$ cat src/rtl/rx_config_sequencer.sv
// Shadowed runtime config for the RX DSP core: phase increments land on a
// demix-clock boundary, gains optionally ramp (GAIN_RAMP_EN) toward target.
`timescale 1ns/1ps
module rx_config_sequencer #(
   parameter int         ALIGN_PERIOD  = 4,
   parameter int         RAMP_INTERVAL = 16,
   parameter logic [7:0] RESET_GAIN    = 8'd64
) (
   input  logic        clock,
   input  logic        reset,
   input  logic        cfg_wr_valid,
   output logic        cfg_wr_ready,
   input  logic [3:0]  cfg_wr_addr,
   input  logic [15:0] cfg_wr_data,
   input  logic        commit_req,
   output logic        busy,
   output logic        commit_done,
   output logic        commit_overrun,
   output logic        addr_err,
   output logic [15:0] ddc_phase_inc,
   output logic [15:0] demix_phase_inc,
   output logic [15:0] duc1_phase_inc,
   output logic [15:0] duc2_phase_inc,
   output logic [15:0] duc3_phase_inc,
   output logic [7:0]  gain_duc1,
   output logic [7:0]  gain_duc2,
   output logic [7:0]  gain_duc3
);

   localparam int AW = (ALIGN_PERIOD > 1) ? $clog2(ALIGN_PERIOD) : 1;

`ifdef GAIN_RAMP_EN
   localparam int SW = (RAMP_INTERVAL > 1) ? $clog2(RAMP_INTERVAL) : 1;

   typedef enum logic [1:0] {
      IDLE  = 2'd0,
      ALIGN = 2'd1,
      RAMP  = 2'd2,
      DONE  = 2'd3
   } state_t;

   logic [SW-1:0] step_cnt;

   function automatic logic [7:0] step_toward(
      input logic [7:0] cur,
      input logic [7:0] tgt
   );
      if (cur < tgt)
         return cur + 8'd1;
      else if (cur > tgt)
         return cur - 8'd1;
      else
         return cur;
   endfunction
`else
   typedef enum logic [1:0] {
      IDLE  = 2'd0,
      ALIGN = 2'd1,
      DONE  = 2'd3
   } state_t;
`endif

   state_t        state;
   logic [AW-1:0] align_cnt;
   logic          wr_acc;

   logic [15:0] phase_sh   [5];
   logic [15:0] phase_nxt  [5];
   logic [15:0] snap_phase [5];
   logic [7:0]  gain_sh    [3];
   logic [7:0]  gain_nxt   [3];
   logic [7:0]  snap_gain  [3];

   assign wr_acc = cfg_wr_valid && cfg_wr_ready;

   // Next shadow contents; the snapshot uses these so a same-cycle write is included
   always_comb begin
      phase_nxt = phase_sh;
      gain_nxt  = gain_sh;
      if (wr_acc) begin
         case (cfg_wr_addr)
            4'd0:    phase_nxt[0] = cfg_wr_data;
            4'd1:    phase_nxt[1] = cfg_wr_data;
            4'd2:    phase_nxt[2] = cfg_wr_data;
            4'd3:    phase_nxt[3] = cfg_wr_data;
            4'd4:    phase_nxt[4] = cfg_wr_data;
            4'd5:    gain_nxt[0]  = cfg_wr_data[7:0];
            4'd6:    gain_nxt[1]  = cfg_wr_data[7:0];
            4'd7:    gain_nxt[2]  = cfg_wr_data[7:0];
            default: ;
         endcase
      end
   end

   always_ff @(posedge clock) begin
      if (reset) begin
         for (int i = 0; i < 5; i++)
            phase_sh[i] <= '0;
         for (int i = 0; i < 3; i++)
            gain_sh[i] <= RESET_GAIN;
      end else begin
         phase_sh <= phase_nxt;
         gain_sh  <= gain_nxt;
      end
   end

   always_ff @(posedge clock) begin
      if (reset) begin
         state           <= IDLE;
         align_cnt       <= '0;
         busy            <= 1'b0;
         cfg_wr_ready    <= 1'b1;
         commit_done     <= 1'b0;
         commit_overrun  <= 1'b0;
         addr_err        <= 1'b0;
         ddc_phase_inc   <= '0;
         demix_phase_inc <= '0;
         duc1_phase_inc  <= '0;
         duc2_phase_inc  <= '0;
         duc3_phase_inc  <= '0;
         gain_duc1       <= RESET_GAIN;
         gain_duc2       <= RESET_GAIN;
         gain_duc3       <= RESET_GAIN;
         for (int i = 0; i < 5; i++)
            snap_phase[i] <= '0;
         for (int i = 0; i < 3; i++)
            snap_gain[i] <= RESET_GAIN;
`ifdef GAIN_RAMP_EN
         step_cnt <= '0;
`endif
      end else begin
         if (align_cnt == AW'(ALIGN_PERIOD - 1))
            align_cnt <= '0;
         else
            align_cnt <= align_cnt + 1'b1;

         commit_done    <= 1'b0;
         commit_overrun <= commit_req && busy;
         addr_err       <= wr_acc && cfg_wr_addr[3];

         case (state)
            IDLE: begin
               if (commit_req) begin
                  snap_phase   <= phase_nxt;
                  snap_gain    <= gain_nxt;
                  busy         <= 1'b1;
                  cfg_wr_ready <= 1'b0;
                  state        <= ALIGN;
               end
            end

            ALIGN: begin
               if (align_cnt == '0) begin
                  ddc_phase_inc   <= snap_phase[0];
                  demix_phase_inc <= snap_phase[1];
                  duc1_phase_inc  <= snap_phase[2];
                  duc2_phase_inc  <= snap_phase[3];
                  duc3_phase_inc  <= snap_phase[4];
`ifdef GAIN_RAMP_EN
                  step_cnt <= '0;
                  if (gain_duc1 == snap_gain[0] &&
                      gain_duc2 == snap_gain[1] &&
                      gain_duc3 == snap_gain[2])
                     state <= DONE;
                  else
                     state <= RAMP;
`else
                  gain_duc1 <= snap_gain[0];
                  gain_duc2 <= snap_gain[1];
                  gain_duc3 <= snap_gain[2];
                  state     <= DONE;
`endif
               end
            end

`ifdef GAIN_RAMP_EN
            RAMP: begin
               if (step_cnt == SW'(RAMP_INTERVAL - 1)) begin
                  step_cnt  <= '0;
                  gain_duc1 <= step_toward(gain_duc1, snap_gain[0]);
                  gain_duc2 <= step_toward(gain_duc2, snap_gain[1]);
                  gain_duc3 <= step_toward(gain_duc3, snap_gain[2]);
                  if (step_toward(gain_duc1, snap_gain[0]) == snap_gain[0] &&
                      step_toward(gain_duc2, snap_gain[1]) == snap_gain[1] &&
                      step_toward(gain_duc3, snap_gain[2]) == snap_gain[2])
                     state <= DONE;
               end else begin
                  step_cnt <= step_cnt + 1'b1;
               end
            end
`endif

            DONE: begin
               commit_done  <= 1'b1;
               busy         <= 1'b0;
               cfg_wr_ready <= 1'b1;
               state        <= IDLE;
            end

            default: state <= IDLE;
         endcase
      end
   end

endmodule

$ cat config.mk
export PLATFORM = sky130hd
export DESIGN_NAME = rx_config_sequencer
export DESIGN_NICKNAME = d
export VERILOG_FILES = /design/src/rtl/rx_config_sequencer.sv
export SDC_FILE = /design/constraint.sdc
export NUM_CORES = 1
export LEC_CHECK = 0
export CORE_MARGIN = 3
export CORE_UTILIZATION = 55
export CTS_CLUSTER_DIAMETER = 150
export CTS_CLUSTER_SIZE = 8
export DETAILED_ROUTE_END_ITERATION = 8
export HOLD_SLACK_MARGIN = 0.08
export PLACE_DENSITY = 0.76
export SKIP_CTS_REPAIR_TIMING = 1
export SYNTH_ARGS = -nofsm -noshare
export SYNTH_HDL_FRONTEND = slang
export SYNTH_SLANG_ARGS = --single-unit
$ cat constraint.sdc
create_clock -name clock -period 1.8 [get_ports clock]
set_clock_uncertainty 0.05 [all_clocks]
set_input_delay 0.36 -clock clock [delete_from_list [all_inputs] [get_ports clock]]
set_output_delay 0.36 -clock clock [all_outputs]
set_load 0.01 [all_outputs]
=== Word-level counts from Yosys, hierarchy flattened ===
Index checks and enable logic that the tools add are counted.
Widths: inputs -> output; s select.

* Output and inout port bits: 109
* Logic and storage cells: 74
* Bits in registers: 321

* Equal/unequal tests: 12
* Reductions and logical operators: 12
* Mux-type cells: 18
* Add/sub/neg operators: 1

{| class="wikitable"
|+ Operators with widths
! cell !! count
|-
| $mux 16 || 5
|-
| $mux 80 || 1
|-
| $mux 24 || 1
|-
| $mux 8 || 3
|-
| $eq 4x3->1 const B || 4
|-
| $eq 4x2->1 const B || 2
|-
| $reduce_and 2->1 || 4
|-
| $eq 2x2->1 const B || 2
|-
| $eq 4x1->1 const B || 1
|-
| $logic_not 2->1 || 2
|-
| $logic_not 4->1 || 1
|-
| $mux 2 || 2
|-
| $ne 2x2->1 const B || 2
|-
| $pmux 1 s2 || 2
|-
| $pmux 2 s2 || 1
|-
| $logic_and 1x1->1 || 3
|-
| $mux 1 || 3
|-
| $add 2x1->2 const B || 1
|-
| $eq 2x1->1 const B || 1
|-
| $reduce_bool 2->1 || 1
|-
| $reduce_or 2->1 || 1
|}

=== Longest topological paths before layout ===
* Depth in word-level cells: 3
* Gate-level depth with buffers: 8
* Depth with buffers taken out: 5

=== Worst setup path after synthesis ===
OpenSTA, ideal clock, no wires.

* Path kind: register -> register
* From: reg cfg_wr_ready
* To: reg snap_phase[38] (netlist bit)
* Setup slack: 0.246 ns
* Required time: 1.624 ns
* Stages on the path, launching flop included: 6
* Clock period less this slack: 1.554 ns
* Arrival: 1.378 ns
* Cells stage by stage: dfxtp_1 -> buf_4 -> or3b_4 -> clkbuf_1 -> o21ai_0 -> a31oi_1

* Longest elaborated chain between the ends: 2

{| class="wikitable"
|+ RTL lines
! item !! line !! text
|-
| start: declaration || 12 || <nowiki>output logic cfg_wr_ready,</nowiki>
|-
| start signal: assignment || 112 || <nowiki>cfg_wr_ready <= 1'b1;</nowiki>
|-
| start signal: assignment || 147 || <nowiki>cfg_wr_ready <= 1'b0;</nowiki>
|-
| start signal: assignment || 196 || <nowiki>cfg_wr_ready <= 1'b1;</nowiki>
|-
| $logic_and 1x1->1 || 74 || <nowiki>assign wr_acc = cfg_wr_valid && cfg_wr_ready;</nowiki>
|-
| $mux 80 || 80 || <nowiki>if (wr_acc) begin</nowiki>
|-
| end signal: assignment || 144 || <nowiki>snap_phase <= phase_nxt;</nowiki>
|-
| end: declaration || 69 || <nowiki>logic [15:0] snap_phase [5];</nowiki>
|}

Every way passes these cells.
A chain may end at the register's enable or synchronous reset.

=== Final worst setup path ===
* From: in cfg_wr_valid
* To: reg snap_phase[3] (netlist bit)

* Longest elaborated chain between the ends: 2

{| class="wikitable"
|+ RTL lines
! item !! line !! text
|-
| start: declaration || 11 || <nowiki>input logic cfg_wr_valid,</nowiki>
|-
| $logic_and 1x1->1 || 74 ||
|-
| $mux 80 || 80 ||
|}

Every way passes these cells.

==> results.json <==
{
  "placed_cell_area_mm2": 0.0135,
  "clkLatencyLatePin_ns": 0.52,
  "drt_iter0_drc": 920,
  "synth-seq-cells": 321,
  "slew_violations": 0,
  "synth_xor_area_frac": 0,
  "via_count": 10241,
  "fin_setup_tns_ns": 0,
  "antenna_found_initial": 0,
  "grt_max_degree": 65,
  "crit_path_start": "cfg_wr_valid",
  "start_util": 0.568,
  "nNetsFinal": 1468,
  "synthCells": 1331,
  "clock_path_buffers": 3,
  "final_cell_mix": "dfxtp_1 (321), nand2_1 (210), a21oi_1 (204)",
  "drive_gt1_frac": 0.0866,
  "grt_pass1_wl_um": 49400,
  "hold_viol_final": 0,
  "cts_tree": "done",
  "clkTransAtPathRegs_ns": 0.05,
  "core_area_mm2": 0.0205,
  "place.gp.congestion": 0.799,
  "relSlewSlack": 0.706,
  "synth-compound-area-share": 0.260,
  "end_kind": "register",
  "htreeDepth": 2,
  "finalCritPeriodShare": 0.923,
  "drt-pass1-iter-count": 7,
  "critPathArrivalTime_ns": 2.00,
  "cts-root-buf": "clkbuf_16",
  "grt_pass1_vias": 9806,
  "synthSimpleGateAreaFrac": 0.133,
  "ant_nets": 0,
  "num_rows": 52,
  "io_pins": 133,
  "diodes": 0,
  "worstHoldStart": "reset",
  "dp_hpwl_um": 18700,
  "area_delta_synth_final_pct": 28.8,
  "reg2reg_from": "cfg_wr_ready",
  "drt-wirelength-per-cell_um": 18.3,
  "fmax_mhz": 602,
  "setup_viol": 0,
  "synth_top_family_by_area": "compound AO/OA/AOI/OAI gates",
  "clock-sinks": 321,
  "synth.net_count": 1357,
  "hold_ws_ns": 0.268,
  "maxCapViolations": 0,
  "syn_avg_cell_area_um2": 8.75,
  "finish.utilization": 0.732,
  "synth_warnings": 0,
  "p_total_mw": 16.6,
  "crit_chain": "clkdlybuf4s50_1 -> or3b_2 -> buf_12 -> o21ai_0 -> a31oi_1",
  "rsz0062_at_grt": "false",
  "crit_type": "input pin to register",
  "critical_path.max_fanout": 56,
  "ys_seq_area_frac": 0.552,
  "die_area_mm2": 0.0230,
  "power_density_mw_per_mm2": 1100,
  "required_ns": 2.14,
  "synth_area_mm2": 0.0116,
  "wirelength_um": 31300,
  "die_y_um": 152,
  "leakage_nw": 7.21,
  "synthAdderAreaFrac": 0.00215,
  "die_w_um": 152,
  "final.min_clock_period_ns": 1.66,
  "drc": 0,
  "status": "complete, no violations",
  "vias_per_cell": 5.97,
  "ir_drop_v": 0.000644,
  "rrSetupSlack_ns": 0.23,
  "grt_overflow": 0,
  "crit_path_top_delay_cell": "clkdlybuf4s50_1",
  "crit_path_max_incr_delay_ns": 0.48,
  "startpoint_type": "input pin",
  "layout_commonest_cell": "dfxtp_1",
  "grt_use_total": 0.266,
  "synthMuxAreaShare": 0,
  "design_area_mm2": 0.0150,
  "synth.distinct_cells": 32,
  "numCtsBuffers": 46,
  "hold_path_class": "input pin to register",
  "tightestPinTransition_ns": 0.431,
  "io_buffers": 132
}
[where the power goes]
part           leakage (nW)  internal (mW)  switching [mW]  total (mW)
clock network         0.589           4.56            2.81        7.37
logic                  4.02          0.642           0.954        1.60
registers              2.61           7.43           0.165        7.60
[path summary, 6_finish.rpt]
kind                       endpoint  cells past startpoint
setup reg to reg     snap_phase[45]                      3
hold / removal    duc3_phase_inc[2]                      2
hold reg to reg        gain_duc3[0]                      2
setup / recovery      snap_phase[3]                      5
[Yosys cell counts (all sizes together)]
cell     count  area, um2
or3b         3       28.8
nand3b       7       52.6
ha           2       25.0
dfxtp      321       6430
nor3b        4       51.3
a211o        3       26.3
buf         68        342
nor3         6       30.0
nand3      102        510
a2111oi      3       26.3
a21oi      204       1020
and4b        1       10.0
a211oi       3       22.5
nor2         9       33.8
inv          3       11.3
a21boi       3       22.5
and3b        4       35.0
nand2b       1       6.26
nand2      210        788
a31oi      101        632
o21ai      101        505
o21ba        1       10.0
clkbuf      68        256
o21bai     102        766
and3         1       6.26
[final cells by class]
cell class	instances	area (um2)
flip-flops and latches	321	6430
fillers	1500	5490
well taps	270	338
inverters	3	11.3
clock buffers	48	1180
repair buffers	199	2400
multi-input cells	871	4630
clock inverters	2	17.5
[metrics by stage]
stage	instances	setup WS, ns
2_1_floorplan	1331	0.246
3_3_place_gp	1664	-0.287
3_5_place_dp	1664	-0.343
4_1_cts	1714	-0.198
5_1_grt	1714	0.0256
6_report	1714	0.138
[sequential cells by signal, indices dropped and copies added, names as in the netlist, 16 cells and up]
name / cells
phase_sh: 80
snap_phase: 80
duc3_phase_inc: 16
ddc_phase_inc: 16
duc2_phase_inc: 16
gain_sh: 24
snap_gain: 24
demix_phase_inc: 16
duc1_phase_inc: 16
[critical path: cells and delay by family]
kind,cells,cell delay (ns)
compound gates,2,0.46
buf+inv,2,0.69
simple gates,1,0.48
[kinds of logic (layout without fill, tap and decap cells)]
| kind of cell | after synthesis | after routing |
|---|---|---|
| compound gates | 521 | 521 |
| fa+ha+maj | 2 | 2 |
| buf+inv | 139 | 252 |
| flops | 321 | 321 |
| simple gates | 348 | 348 |
[layer usage]
metal | vias up | part of all wire | GRT usage
li1 | 4912 | - | -
met1 | 4854 | 0.41 | 0.338
met2 | 386 | 0.48 | 0.451
met3 | 89 | 0.071 | 0.0473
met4 | 0 | 0.037 | 0.106
met5 | - | 0 | 0
Note: power is estimated with default switching activity, not from simulation.
==> edit: new RTL, config.mk and constraints unchanged <==
The option `GAIN_RAMP_EN` is turned on by a define.
--- a/src/rtl/rx_config_sequencer.sv
+++ b/src/rtl/rx_config_sequencer.sv
@@ -3,2 +3,4 @@
 `timescale 1ns/1ps
+`define GAIN_RAMP_EN
+
 module rx_config_sequencer #(
Function: changed (Yosys sat finds a counterexample within 10 cycles, from zero or initial values and one cycle with reset high).
==> edit against the original RTL <==
The flow now finishes with violations (setup timing); utilization increased by 8.1 points; worst setup slack got worse by 1.2 ns; critical path type is now reg -> reg; first-iteration DRC count decreased by 7.5%; wire length increased by 36%; final area increased by 32%; area after synthesis increased by 18%; sequential cell count increased by 4; final cell count increased by 28%.
Power is not compared: it rests on default switching activity, and its combinational part moved more than twofold at a synthesized area within 25%.
==> edit: results (changes against the original RTL) <==
| Metric | Value |
|---|---|
| Fraction of layout cells with a size suffix above 1 | `0.267 (was 0.0866)` |
| Area of the core | `0.0244 mm^2 (was 0.0205 mm^2)` |
| Multiplexer share of the synthesized area | `0.0804 (was 0)` |
| Worst Tran Pin Value | `0.514 ns (was 0.431 ns)` |
| Final Hold Slack | `0.198 ns (was 0.268 ns)` |
| Placed instance count | `2,104 (was 1,664)` |
| Reg2reg path depth | `11 (was 3)` |
| Seq/Total Area, Yosys | `0.475 (was 0.552)` |
| Total routed wirelength | `42.5 mm (was 31.3 mm)` |
| Compound-Gate Fraction of Synth Area | `0.156 (was 0.260)` |
| Outcome | `finished with violations (was finished, final reports clean)` |
| Cell Area, Placed | `0.0173 mm^2 (was 0.0135 mm^2)` |
| Detailed Route Iter0 Violations | `851 (was 920)` |
| Reg2reg start | `gain_duc2[1] (was cfg_wr_ready)` |
| Pre-CTS setup slack | `-1.18 ns (was -0.343 ns)` |
| Setup WS post-layout | `-1.11 ns (was 0.138 ns)` |
| Skew-Pair Late Insertion Delay | `0.55 ns (was 0.52 ns)` |
| Pre-Repair DR Iteration Count | `5 (was 7)` |
| Vias | `12,547 (was 10,241)` |
| Worst R2R End | `state[0] (was snap_phase[45])` |
| Global-route usage over all layers | `0.291 (was 0.266)` |
| Failing checks | `setup timing` |
| Gpl congestion | `0.954 (was 0.799)` |
| Syn_area_per_cell | `8.89 um^2 (was 8.75 um^2)` |
| Critical path arrival | `3.31 ns (was 2.00 ns)` |
| Setup tns final | `-10.72 ns (was 0 ns)` |
| Synth Area in XOR/XNOR | `0.0339 (was 0)` |
| Setup Viol. Count Final | `29 (was 0)` |
| WHS Endpoint | `gain_duc3[4] (was duc3_phase_inc[2])` |
| Post-synth top cells | `dfxtp_1, nor2_1, nand2_1 (was dfxtp_1, nand2_1, a21oi_1)` |
| Worst Path Max Fanout | `4 (was 56)` |
-- edit: cell types whose count changed after synthesis, moves of 57 or more --
cell      unedited run  this run
mux2i_1              0       109
buf_2               63         6
a211oi_1             3       103
nand3_1            102        25
a21oi_1            204       107
a31oi_1            101         3
o21bai_1           102         2
nor2_1               9       255
-- edit: layout make-up --
class	instances	area, um^2
multi-input cells	1078	7590
flip-flops and latches	325	6560
fillers	1485	4560
repair buffers	373	3930
clock buffers	50	1170
well taps	324	405
inverters	32	128
clock inverters	4	52.6
-- edit: metal layers --
metal / wire length (um) / track usage / vias to the layer above
met4: 1190 / 0.0980 / 2
met1: 18000 / 0.387 / 6036
met2: 20500 / 0.478 / 476
li1: - / - / 5941
met3: 2810 / 0.0552 / 92
met5: 9 / 0 / -
-- edit: worst max-delay path, cell delays in order (launching register included) --
cell and delay, ns:
dfxtp_4 0.35, ha_4 0.23, nor2b_4 0.12, o211ai_1 0.32, a21oi_2 0.15, nor2_4 0.22, mux2i_4 0.29, o2111ai_2 0.18
a2111oi_4 0.25, nand4_2 0.19, a2bb2o_4 0.25, a221oi_2 0.21
-- edit: how the worst max path moves through the flow --
stage | startpoint | cells after the start | to
after global routing | snap_gain[9] | 12 | state[0]
after global placement | snap_gain[13] | 12 | state[0]
after detailed placement | snap_gain[13] | 12 | state[0]
final | gain_duc2[1] | 11 | state[0]
after floorplan | snap_gain[11] | 13 | state[0]
after CTS | snap_gain[13] | 12 | state[0]
-- edit: metrics by stage --
step | power, W | utilization
3_5_place_dp | 0.0177 | 0.710
4_1_cts | 0.0253 | 0.760
6_report | 0.0272 | 0.813
2_1_floorplan | 0.0140 | -
3_3_place_gp | 0.0175 | 0.710
5_1_grt | 0.0284 | 0.813
